<file path="src/rtl/sprite_mover_gen.sv">
// sprite_mover_gen
//   Moves one player sprite around a SCREEN_W x SCREEN_H display under
//   push-button control. A single rectangular obstacle blocks the sprite
//   from all four sides. The sprite colour, obstacle colour and background
//   colour are rendered into a registered RGB565 pixel stream.
//
// Ports
//   pixel_clk         block clock
//   reset             synchronous, active-high
//   btnU/D/L/R        debounced buttons, already synchronous to pixel_clk
//   x, y              pixel coordinate currently requested by the OLED driver
//   frame_begin       one-cycle pulse at frame start; loads the displayed position
//   oled_data         RGB565 pixel for (x, y) of the previous cycle
//   sprite_x/y        displayed (double-buffered) sprite position
//   blocked           1 when the last attempted step hit the obstacle
//   dir_state         current movement direction (debug view of the FSM)
//
// No valid/ready handshakes: frame_begin is a plain load strobe and the
// pixel path is a fixed one-cycle pipeline.
module sprite_mover_gen #(
  parameter int          SCREEN_W  = 96,
  parameter int          SCREEN_H  = 64,
  parameter int          SPR_W     = 10,
  parameter int          SPR_H     = 10,
  parameter int          START_X   = 0,
  parameter int          START_Y   = 54,
  parameter int          OBS_X     = 66,
  parameter int          OBS_Y     = 0,
  parameter int          OBS_W     = 30,
  parameter int          OBS_H     = 30,
  parameter int          MOVE_DIV  = 104166,
  parameter int          WRAP      = 0,
  parameter int          STICKY    = 1,
  parameter logic [15:0] SPR_COLOR = 16'h07E0,
  parameter logic [15:0] OBS_COLOR = 16'hF800,
  parameter logic [15:0] BG_COLOR  = 16'h0000
) (
  input  logic                        pixel_clk,
  input  logic                        reset,
  input  logic                        btnU,
  input  logic                        btnD,
  input  logic                        btnL,
  input  logic                        btnR,
  input  logic [$clog2(SCREEN_W)-1:0] x,
  input  logic [$clog2(SCREEN_H)-1:0] y,
  input  logic                        frame_begin,
  output logic [15:0]                 oled_data,
  output logic [$clog2(SCREEN_W)-1:0] sprite_x,
  output logic [$clog2(SCREEN_H)-1:0] sprite_y,
  output logic                        blocked,
  output logic [2:0]                  dir_state
);

  localparam int XW   = $clog2(SCREEN_W);
  localparam int YW   = $clog2(SCREEN_H);
  localparam int MAXD = (SCREEN_W > SCREEN_H) ? SCREEN_W : SCREEN_H;
  // Two spare bits: one for the sign of a step below zero, one so that
  // right/bottom edges plus sprite size never alias.
  localparam int SW   = $clog2(MAXD) + 2;
  localparam int CW   = (MOVE_DIV > 1) ? $clog2(MOVE_DIV) : 1;

  typedef logic signed [SW-1:0] coord_t;

  localparam coord_t X_MAX = coord_t'(SCREEN_W - SPR_W);
  localparam coord_t Y_MAX = coord_t'(SCREEN_H - SPR_H);
  localparam coord_t SPR_WS = coord_t'(SPR_W);
  localparam coord_t SPR_HS = coord_t'(SPR_H);
  localparam coord_t OBS_L = coord_t'(OBS_X);
  localparam coord_t OBS_R = coord_t'(OBS_X + OBS_W);
  localparam coord_t OBS_T = coord_t'(OBS_Y);
  localparam coord_t OBS_B = coord_t'(OBS_Y + OBS_H);

  typedef enum logic [2:0] {
    DIR_NONE  = 3'd0,
    DIR_LEFT  = 3'd1,
    DIR_RIGHT = 3'd2,
    DIR_UP    = 3'd3,
    DIR_DOWN  = 3'd4
  } dir_t;

  dir_t          dir, dir_next;
  logic [3:0]    btn, btn_q, rise;   // bit order {L, R, U, D} = priority order
  logic [CW-1:0] step_cnt;
  logic          step_tick;
  logic [XW-1:0] wx;
  logic [YW-1:0] wy;
  coord_t        wx_s, wy_s, cx, cy, nx, ny;
  coord_t        px, py, sx_s, sy_s;
  logic          off_x, off_y, edge_stop, hit, in_spr, in_obs;

  assign btn       = {btnL, btnR, btnU, btnD};
  assign rise      = btn & ~btn_q;
  assign step_tick = (step_cnt == CW'(MOVE_DIV - 1));
  assign dir_state = dir;

  // Direction FSM: state register
  always_ff @(posedge pixel_clk) begin
    if (reset) dir <= DIR_NONE;
    else       dir <= dir_next;
  end

  // Direction FSM: a fresh press beats a merely held button, so pressing a
  // new button while others are held redirects the sprite for that cycle.
  always_comb begin
    dir_next = dir;
    if      (rise[3]) dir_next = DIR_LEFT;
    else if (rise[2]) dir_next = DIR_RIGHT;
    else if (rise[1]) dir_next = DIR_UP;
    else if (rise[0]) dir_next = DIR_DOWN;
    else if (btn[3])  dir_next = DIR_LEFT;
    else if (btn[2])  dir_next = DIR_RIGHT;
    else if (btn[1])  dir_next = DIR_UP;
    else if (btn[0])  dir_next = DIR_DOWN;
    else if (STICKY == 0) dir_next = DIR_NONE;
  end

  // Candidate position, edge handling and obstacle test
  always_comb begin
    wx_s = coord_t'(wx);
    wy_s = coord_t'(wy);
    cx   = wx_s;
    cy   = wy_s;
    case (dir)
      DIR_LEFT:  cx = wx_s - coord_t'(1);
      DIR_RIGHT: cx = wx_s + coord_t'(1);
      DIR_UP:    cy = wy_s - coord_t'(1);
      DIR_DOWN:  cy = wy_s + coord_t'(1);
      default:   ;
    endcase
    nx    = cx;
    ny    = cy;
    off_x = 1'b0;
    off_y = 1'b0;
    if (cx[SW-1]) begin
      off_x = 1'b1;
      nx    = X_MAX;
    end else if (cx > X_MAX) begin
      off_x = 1'b1;
      nx    = '0;
    end
    if (cy[SW-1]) begin
      off_y = 1'b1;
      ny    = Y_MAX;
    end else if (cy > Y_MAX) begin
      off_y = 1'b1;
      ny    = '0;
    end
    edge_stop = (WRAP == 0) && (off_x || off_y);
    // Half-open overlap: touching edges do not count as a hit.
    hit = (nx < OBS_R) && (nx + SPR_WS > OBS_L) &&
          (ny < OBS_B) && (ny + SPR_HS > OBS_T);
  end

  // Pixel classification against the displayed (not working) position
  always_comb begin
    px     = coord_t'(x);
    py     = coord_t'(y);
    sx_s   = coord_t'(sprite_x);
    sy_s   = coord_t'(sprite_y);
    in_spr = (px >= sx_s) && (px < sx_s + SPR_WS) &&
             (py >= sy_s) && (py < sy_s + SPR_HS);
    in_obs = (px >= OBS_L) && (px < OBS_R) &&
             (py >= OBS_T) && (py < OBS_B);
  end

  always_ff @(posedge pixel_clk) begin
    if (reset) begin
      btn_q     <= '0;
      step_cnt  <= '0;
      wx        <= XW'(START_X);
      wy        <= YW'(START_Y);
      sprite_x  <= XW'(START_X);
      sprite_y  <= YW'(START_Y);
      blocked   <= 1'b0;
      oled_data <= BG_COLOR;
    end else begin
      btn_q    <= btn;
      step_cnt <= step_tick ? '0 : step_cnt + 1'b1;
      // Loads the pre-step working position even when a step lands this edge.
      if (frame_begin) begin
        sprite_x <= wx;
        sprite_y <= wy;
      end
      // A clamped edge move is simply dropped and leaves blocked untouched.
      if (step_tick && dir != DIR_NONE && !edge_stop) begin
        if (hit) begin
          blocked <= 1'b1;
        end else begin
          wx      <= XW'(nx);
          wy      <= YW'(ny);
          blocked <= 1'b0;
        end
      end
      oled_data <= in_spr ? SPR_COLOR : (in_obs ? OBS_COLOR : BG_COLOR);
    end
  end

endmodule
</file>
<file path="config.mk">
export PLATFORM = sky130hd
export DESIGN_NAME = sprite_mover_gen
export DESIGN_NICKNAME = d
export VERILOG_FILES = /design/src/rtl/sprite_mover_gen.sv
export SDC_FILE = /design/constraint.sdc
export NUM_CORES = 1
export LEC_CHECK = 0
export CAP_MARGIN = 20
export CORE_MARGIN = 4
export CORE_UTILIZATION = 38
export DETAILED_ROUTE_END_ITERATION = 16
export DONT_BUFFER_PORTS = 1
export HOLD_SLACK_MARGIN = 0.08
export SYNTH_ARGS = -nofsm -noshare
export SYNTH_HDL_FRONTEND = slang
export SYNTH_SLANG_ARGS = --single-unit
</file>
<file path="constraint.sdc">
create_clock -name pixel_clk -period 6.6 [get_ports pixel_clk]
set_clock_uncertainty 0.2 [all_clocks]
set_input_delay 1.32 -clock pixel_clk [delete_from_list [all_inputs] [get_ports pixel_clk]]
set_output_delay 1.32 -clock pixel_clk [all_outputs]
set_load 0.02 [all_outputs]
</file>
==> metrics, run 1 <==
core footprint 0.00995 mm^2; worst hold path class reg2reg; Hold Fails Final Rpt 0; CP arrival 4.96 ns; Final Util 40.0%; power share of the combinational group 14.8%; CP top delay family compound AO/OA/AOI/OAI gates; diode count 0; Layout Nets 508; postcts setup bufs 0; Layout Cells excl Fill 588; Clk pwr share 29.7%; number of setup violations in the final report 0; sequential element share of the synthesized area 26.9%; RePlAce Congestion 0.909; Tcrit/Tclk final 74.5%; layout cells sized above 1 4.62%; first-pass GRT wire length 14.5 mm; Initial Util 39.6%; Post-DRT Antenna Nets 0; Critical path buffers and inverters 1; drt first-iter violations 241; Int Pwr 441 uW; RSZ-0062 raised after global routing no; CTS buffer count 5; most used cell, CP o21ai_0; H-tree level count 2; Simple-Gate Fraction of Synth Area 25.5%; worst endpoint required time 6.64 ns; Distinct cells, synth 75; setup_tns 0 ns; worst-margin pin slew 1.13 ns; EDFF count, synth 0; slowest CP cell dfxtp_1; largest family of logic cells by synthesized area simple AND/OR/NAND/NOR gates; ys async rst share 0%; Worst-Skew Late Latency 0.30 ns; crit path cell chain nor3b_2 -> and3_1 -> o21ai_0 -> a32oi_1 -> o21ai_0 -> o21ai_0 -> ha_1 -> nand2b_1 -> a21oi_1 -> nand4_1 -> o31ai_1 -> a311oi_1 -> buf_2 -> or4_1 -> a21oi_1; vias in the first global route 2981; placed cell count 581; die area 0.0121 mm^2; Post-Synth XOR/XNOR Area 6.00%; hold slack final 0.296 ns; area delta synth->final 0.920%; Synth Area per Inst 8.16 um^2; initial antenna violation count 0; fillers 1009; CP Max Fanout 28; drt pass-1 iters 5; P_leak 1.56 nW; Post-Syn Instances 483; commonest non-fill, non-tap cells in the layout 53 x dfxtp_1, 45 x nor2_1, 33 x ha_1, 24 x inv_1, 22 x a21oi_1; total gr overflow 0; # resized after CTS 0; worst-case vdd ir drop 0.0763 mV; CP endpoint kind flop; Final Slew Violations 0; post-route setup slack 1.69 ns; post-synthesis adder-cell area fraction 10.5%; commonest non-fill, non-tap cell in the layout dfxtp_1; WL/cell 15.2 um; Die W 110 um; Seq pwr share 55.6%; DRC 0; Synth Area in Compound Gates 20.6%; relative slew slack 24.8%; Worst-path clk slew 0.10 ns; final wirelength 8.93 mm; vias per inst 5.67; sw power 174 uW; synthesized flop and latch total 53; Cell Pwr Density 155 mW/mm^2; most used flip-flop cell after synthesis dfxtp_1; routed vias 3333; synthesized area 0.00394 mm^2; outcome finished clean; crit-path max cell delay 0.97 ns; minimum clock period 4.91 ns; CP Launch Type flop; num rows 36; mux cell area share after synthesis 2.28%; Ports 53; CTS sink cnt 53; Switching Share 28.2%; worst slack at placement 1.82 ns; Synth warnings 0; CTS Hold Bufs 0; I/O Buffers 0; fmax 0.204 GHz; CTS tree yes; Clock Tree Root clkbuf_8; Total GRT Usage 14.7%; Longest Clk Path Bufs 2; Max-cap violations 0; die height 110 um; largest net degree at the start of global routing 32; critical path class reg2reg; hpwl dp 6.65 mm
[kinds of logic (layout without fill, tap and decap cells)]
group                      count (synthesis)  after routing
buffers and inverters                     64             32
other                                      1              5
DFF                                       53             53
muxes                                      9              9
AOI/OAI and AO/OA                        115            115
xor gates and xnor gates                  27             27
adders and majority gates                 33             33
and+or+nand+nor                          181            181
[worst paths after layout]
kind	startpoint	endpoint	slack [ns]	cells after the start
setup reg to reg	dir_state[2]$_SDFFE_PP0P_	wx[3]$_SDFFE_PP0P_	1.69	15
hold / removal	btn_q[0]$_SDFF_PP0_	dir_state[2]$_SDFFE_PP0P_	0.30	1
setup / recovery	dir_state[2]$_SDFFE_PP0P_	wx[3]$_SDFFE_PP0P_	1.69	15
hold reg to reg	btn_q[0]$_SDFF_PP0_	dir_state[2]$_SDFFE_PP0P_	0.30	1
[metrics by stage]
stage	power [mW]	cell area, um^2
CTS	0.621	3980
finish	0.615	3980
floorplan	0.431	3960
global placement	0.437	3890
global route	0.645	3980
detailed placement	0.438	3900
[sequential cells by signal (all words and copies together) (netlist names)]
signal,flops
sprite_x,7
dir_state,3
blocked,1
btn_q,4
wy,6
oled_data,2
step_cnt,17
wx,7
sprite_y,6
[Yosys cell counts (3+ instances only)]
master,count,area share (%)
dfxtp_1,53,27
a211oi_1,3,0.57
nor3_1,11,1.4
and3b_1,3,0.67
or2_2,3,0.48
o21bai_1,3,0.57
clkbuf_1,13,1.2
nand2b_1,6,0.95
buf_2,8,1.0
nand4b_1,3,0.67
nand3b_1,3,0.57
a311oi_1,5,1.1
nor4_1,4,0.63
xor2_1,15,3.3
inv_1,24,2.3
xnor2_1,12,2.7
o31ai_1,6,1.1
nand4_1,12,1.9
or3_1,13,2.1
nand2_1,20,1.9
buf_4,15,2.9
nand3_1,16,2.0
o21ai_0,19,2.4
ha_1,33,10
a21o_1,16,3.0
and3_1,8,1.3
nor2b_1,9,1.4
a21oi_1,22,2.8
mux2i_1,9,2.3
o211ai_1,7,1.3
nor2_1,45,4.3
or4_1,5,0.95
and2_1,6,0.95
[power by group through the flow]
stage | registers (mW) | clock network, mW | logic [mW]
floorplan | 0.340 | 0 | 0.0904
global placement | 0.349 | 0 | 0.0878
detailed placement | 0.349 | 0 | 0.0892
CTS | 0.342 | 0.190 | 0.0901
global route | 0.343 | 0.199 | 0.103
finish | 0.342 | 0.183 | 0.0907
[routing by layer]
metal / global-route usage, % / up-vias / wire (um)
met3: 2.82 / 6 / 681
li1: - / 1687 / -
met2: 22.7 / 113 / 3710
met4: 2.67 / 0 / 61
met1: 21.3 / 1527 / 4480
met5: 0 / - / 0
[area by class of cell]
| class | count | area [um^2] | share of cell area, % |
|---|---|---|---|
| flip-flops and latches | 53 | 1060 | 26.7 |
| clock buffers | 6 | 72.6 | 1.82 |
| inverters | 24 | 90.1 | 2.26 |
| well taps | 133 | 166 | 4.18 |
| multi-input cells | 370 | 2570 | 64.7 |
| clock inverters | 1 | 8.76 | 0.220 |
| repair buffers | 1 | 5.00 | 0.126 |
Note: power is estimated with default switching activity, not from simulation.
==> run 2, diff against run 1 <==
Clock period 6.6 ns to 4.64 ns, I/O delays scaled along.
==> run 2 against run 1 <==
Core utilization rose by 1.2 points. Fmax is 15% higher. Sequential cell count unchanged. Count of clock-buffer cells in the layout is 1 higher. Clock power rose by 79%. Worst hold slack lost 0.0074 ns. Power is 54% higher. Via count grew 1.7%. Cell area up 3.1%. Sequential power up 40%. Non-clock buffer count rose by 11. Worst setup slack worse by 1.3 ns. Largest cell class unchanged. Largest power group unchanged.
==> metrics, run 2 (synthesized netlist as in run 1, its figures left out) <==
total power 947 uW (+54%); CP Launch Type flop; vias in the first global route 3280 (+10%); drt first-iter violations 221 (-8.3%); setup_tns 0 ns (unchanged); Clock Tree Root clkbuf_8; fmax 0.235 GHz (+15%); CTS sink cnt 53 (unchanged); Ports 53 (unchanged); die area 0.0121 mm^2 (unchanged); commonest non-fill, non-tap cells in the layout 52 x dfxtp_1, 45 x nor2_1, 33 x ha_1, 24 x inv_1, 22 x a21oi_1; hpwl dp 7.02 mm (+5.6%); worst-case vdd ir drop 0.153 mV (+100%); I/O Buffers 0 (unchanged); Longest Clk Path Bufs 2 (unchanged); Hold Fails Final Rpt 0 (unchanged); Largest register FFs 17 (unchanged); worst slack at placement 0.437 ns (-1.38 ns); drt pass-1 iters 4 (-1); final wirelength 9.11 mm (+2.0%); H-tree level count 2 (unchanged); Worst-Skew Late Latency 0.30 ns (about the same); area delta synth->final 4.03%; core footprint 0.00995 mm^2 (unchanged); die height 110 um (unchanged); outcome finished clean; commonest non-fill, non-tap cell in the layout dfxtp_1; CP endpoint kind flop; WL/cell 15.2 um (about the same); RePlAce Congestion 0.911 (+0.24%); Cell Pwr Density 231 mW/mm^2 (+49%); CP Max Fanout 12 (-57%); Layout Nets 519 (+2.2%); Final Slew Violations 0 (unchanged); routed vias 3388 (+1.7%); worst hold path class reg2reg; total gr overflow 0 (unchanged); diode count 0 (unchanged); num rows 36 (unchanged); largest net degree at the start of global routing 32 (unchanged); initial antenna violation count 0 (unchanged); relative slew slack 24.6% (-0.22 points); layout cells sized above 1 7.49% (+2.9 points); Die W 110 um (unchanged); Total GRT Usage 15.5% (+0.82 points); RSZ-0062 raised after global routing no; critical path class reg2reg; worst endpoint required time 4.68 ns (-1.96 ns); worst-margin pin slew 1.13 ns (+0.00329 ns); vias per inst 5.65 (-0.38%); Final Util 41.2% (+1.2 points); minimum clock period 4.26 ns (-0.655 ns); Tcrit/Tclk final 91.8% (+17 points); post-route setup slack 0.381 ns (-1.30 ns); Worst-path clk slew 0.10 ns (about the same); P_leak 1.63 nW (+4.7%); Max-cap violations 0 (unchanged); first-pass GRT wire length 15.4 mm (+6.7%); DRC 0 (unchanged); CTS tree yes; Post-DRT Antenna Nets 0 (unchanged); biggest regs step_cnt (17), sprite_x (7), wx (7); Top reg by flops step_cnt; postcts setup bufs 0 (unchanged); CTS buffer count 5 (unchanged); CP arrival 4.30 ns (-0.66 ns); number of setup violations in the final report 0 (unchanged); Initial Util 39.6% (unchanged)
==> run 2: worst max-delay path, cell delays in order, from the launching register on <==
cell	delay (ns)
dfxtp_1	0.44
or3_1	0.44
or4_1	0.52
a21oi_1	0.19
o21ai_1	0.14
o21a_1	0.21
a21o_1	0.22
ha_1	0.27
nand2b_1	0.14
a21oi_1	0.12
nand4_1	0.10
o31ai_1	0.34
a311oi_1	0.12
buf_4	0.18
or4_1	0.39
a21oi_1	0.15
==> run 2: final cells by class <==
type                       instances  area, um^2
clock buffer                       7        86.3
clock inverter                     1        30.0
fill                            1007        5850
inverter                          24        90.1
multi-input combinational        370        2580
sequential                        53        1060
tap                              133         166
timing repair buffer              12        90.1
==> run 2: layer usage <==
| metal | up-vias | share of wire, % | GRT usage (%) |
|---|---|---|---|
| met2 | 84 | 46 | 26.7 |
| li1 | 1712 | - | - |
| met5 | - | 0 | 0 |
| met1 | 1588 | 48 | 21.0 |
| met3 | 4 | 5.6 | 2.64 |
| met4 | 0 | 0.19 | 1.60 |
==> run 2: worst paths after layout <==
kind	from	end	slack (ns)	cells after the start
max reg2reg	wy[2]$_SDFFE_PP1P_	wy[3]$_SDFFE_PP0P_	0.38	15
min	step_cnt[0]$_SDFF_PP0_	step_cnt[0]$_SDFF_PP0_	0.29	1
max	wy[2]$_SDFFE_PP1P_	wy[3]$_SDFFE_PP0P_	0.38	15
min reg2reg	step_cnt[0]$_SDFF_PP0_	step_cnt[0]$_SDFF_PP0_	0.29	1
==> run 2: power breakdown <==
part           total, mW  switching [mW]  internal [mW]
Sequential         0.478          0.0152          0.463
Clock              0.328           0.152          0.176
Combinational      0.141          0.0771         0.0637
==> run 2: repair_timing <==
item	in CTS	in global routing
resized for setup	0	2
endpoints found under the setup margin	0	1
hold buffers	0	0
==> run 2: through the flow <==
stage | std cells | instance area [um^2] | hold slack, ns
5_1_grt | 600 | 4100 | 0.306
3_3_place_gp | 592 | 3980 | 0.260
2_1_floorplan | 487 | 3960 | 0.241
3_5_place_dp | 592 | 3980 | 0.271
4_1_cts | 600 | 4100 | 0.292
6_report | 600 | 4100 | 0.288
==> run 3, diff against run 2 <==
Settings changed: DONT_BUFFER_PORTS 1 to not set.
==> run 3 against run 2 <==
Count of clock-buffer cells in the layout is 1 lower. Fmax is 1.4% lower. Largest cell class unchanged. Highest routed layer unchanged. Clock power hardly changed.
==> metrics, run 3 (synthesized netlist as in run 1, its figures left out) <==
routed vias 3552 (+4.8%); core footprint 0.00995 mm^2 (unchanged); RSZ-0062 raised after global routing no; Initial Util 39.6% (unchanged); Die W 110 um (unchanged); fmax 0.231 GHz (-1.4%); total gr overflow 0 (unchanged); vias in the first global route 3391 (+3.4%); layout cells sized above 1 5.70% (-1.8 points); DRC 0 (unchanged); Layout Nets 561 (+8.1%); initial antenna violation count 0 (unchanged); worst hold path class reg2reg; CP endpoint kind flop; Tcrit/Tclk final 93.1% (+1.3 points); setup_tns 0 ns (unchanged); Ports 53 (unchanged); CP arrival 4.37 ns (+0.07 ns); Post-DRT Antenna Nets 0 (unchanged); Max-cap violations 0 (unchanged); commonest non-fill, non-tap cells in the layout 53 x dfxtp_1, 47 x clkdlybuf4s50_1, 45 x nor2_1, 33 x ha_1, 24 x inv_1; drt first-iter violations 162 (-27%); Worst-path clk slew 0.10 ns (about the same); Final Slew Violations 0 (unchanged); P_leak 1.78 nW (+9.1%); WL/cell 14.6 um (-3.5%); Longest Clk Path Bufs 2 (unchanged); Clock Tree Root clkbuf_8; diode count 0 (unchanged); num rows 36 (unchanged); CTS sink cnt 53 (unchanged); drt pass-1 iters 4 (unchanged); I/O Buffers 47 (+47); worst endpoint required time 4.69 ns (about the same); hpwl dp 7.13 mm (+1.5%); total power 987 uW (+4.2%); # resized after CTS 0 (unchanged); critical path class reg2reg; CTS Hold Bufs 0 (unchanged); worst-case vdd ir drop 0.188 mV (+23%); Cell Pwr Density 218 mW/mm^2 (-5.7%); Total GRT Usage 16.0% (+0.49 points); Largest register FFs 17 (unchanged); Top reg by flops step_cnt; number of setup violations in the final report 0 (unchanged); CTS buffer count 5 (unchanged); die height 110 um (unchanged); minimum clock period 4.32 ns (+0.0619 ns); CTS tree yes; worst-margin pin slew 0.781 ns (-0.348 ns); postcts setup bufs 0 (unchanged); Worst-Skew Late Latency 0.31 ns (about the same); relative slew slack 47.8% (+23 points); CP Max Fanout 12 (unchanged); fillers 1022 (+1.5%); CP Launch Type flop; area delta synth->final 15.0%; H-tree level count 2 (unchanged); largest net degree at the start of global routing 21 (-34%); first-pass GRT wire length 15.9 mm (+3.0%); commonest non-fill, non-tap cell in the layout dfxtp_1; Hold Fails Final Rpt 0 (unchanged); die area 0.0121 mm^2 (unchanged); RePlAce Congestion 0.889 (-2.4%); vias per inst 5.53 (-2.0%); outcome finished clean; biggest regs step_cnt (17), sprite_x (7), wx (7); final wirelength 9.40 mm (+3.2%)
-- run 3: changes by cell type in the layout (fill, tap and decap cells not counted) --
cell,before,now
dfxtp_1,52,53
clkinvlp_4,0,1
clkdlybuf4s50_1,0,47
clkbuf_1,1,0
a311o_2,1,0
buf_4,12,7
a311o_1,0,1
dfxtp_2,1,0
-- run 3: worst paths after layout --
check,from,to,slack [ns],cells past startpoint
max,wy[2]$_SDFFE_PP1P_,wy[3]$_SDFFE_PP0P_,0.32,15
min,blocked$_SDFFE_PP0P_,blocked$_SDFFE_PP0P_,0.27,2
max reg2reg,wy[2]$_SDFFE_PP1P_,wy[3]$_SDFFE_PP0P_,0.32,15
min reg2reg,blocked$_SDFFE_PP0P_,blocked$_SDFFE_PP0P_,0.27,2
-- run 3: stage by stage --
step | worst slack (ns) | std cells | util [%] | instance area (um^2) | hold slack [ns]
floorplan | 0.755 | 487 | - | 3960 | 0.241
global placement | 0.443 | 634 | 44.4 | 4420 | 0.260
CTS | 0.345 | 642 | 45.6 | 4540 | 0.273
detailed placement | 0.373 | 634 | 44.4 | 4420 | 0.258
global route | 0.0657 | 642 | 45.6 | 4540 | 0.289
finish | 0.319 | 642 | 45.6 | 4540 | 0.266
-- run 3: report_power, final --
| group | leakage, nW | total (mW) | switching [mW] | internal (mW) |
|---|---|---|---|---|
| clock | 0.0574 | 0.331 | 0.155 | 0.176 |
| sequential | 0.430 | 0.472 | 0.00903 | 0.462 |
| combinational | 1.29 | 0.185 | 0.0989 | 0.0858 |
| total | 1.78 | 0.987 | 0.263 | 0.724 |
-- run 3: per-layer routing --
layer,track usage (%),routed length (um)
met4,4.01,80
met2,27.0,4310
met5,0,0
met1,21.2,4480
met3,2.70,531
-- run 3: final cells by class --
cell class                      count  area (um^2)  area share, %
Multi-Input combinational cell    370         2570           56.8
Inverter                           24         90.1           1.99
Clock buffer                        6         82.6           1.82
Timing Repair Buffer               54          523           11.5
Sequential cell                    53         1060           23.4
Tap cell                          133          166           3.67
Clock inverter                      2         37.5          0.828
-- run 3: worst max-delay path, cell delays in order, from the launching register on --
cell and delay (ns):
dfxtp_1 0.44, or3_1 0.46, or4_1 0.52, and3_1 0.19, o21ai_1 0.19, o21ai_0 0.10, o21ai_0 0.27, ha_1 0.28
nand2b_1 0.14, a21oi_1 0.12, nand4_1 0.10, o31ai_1 0.35, a311oi_1 0.16, buf_4 0.21, or4_1 0.39, a21oi_1 0.14
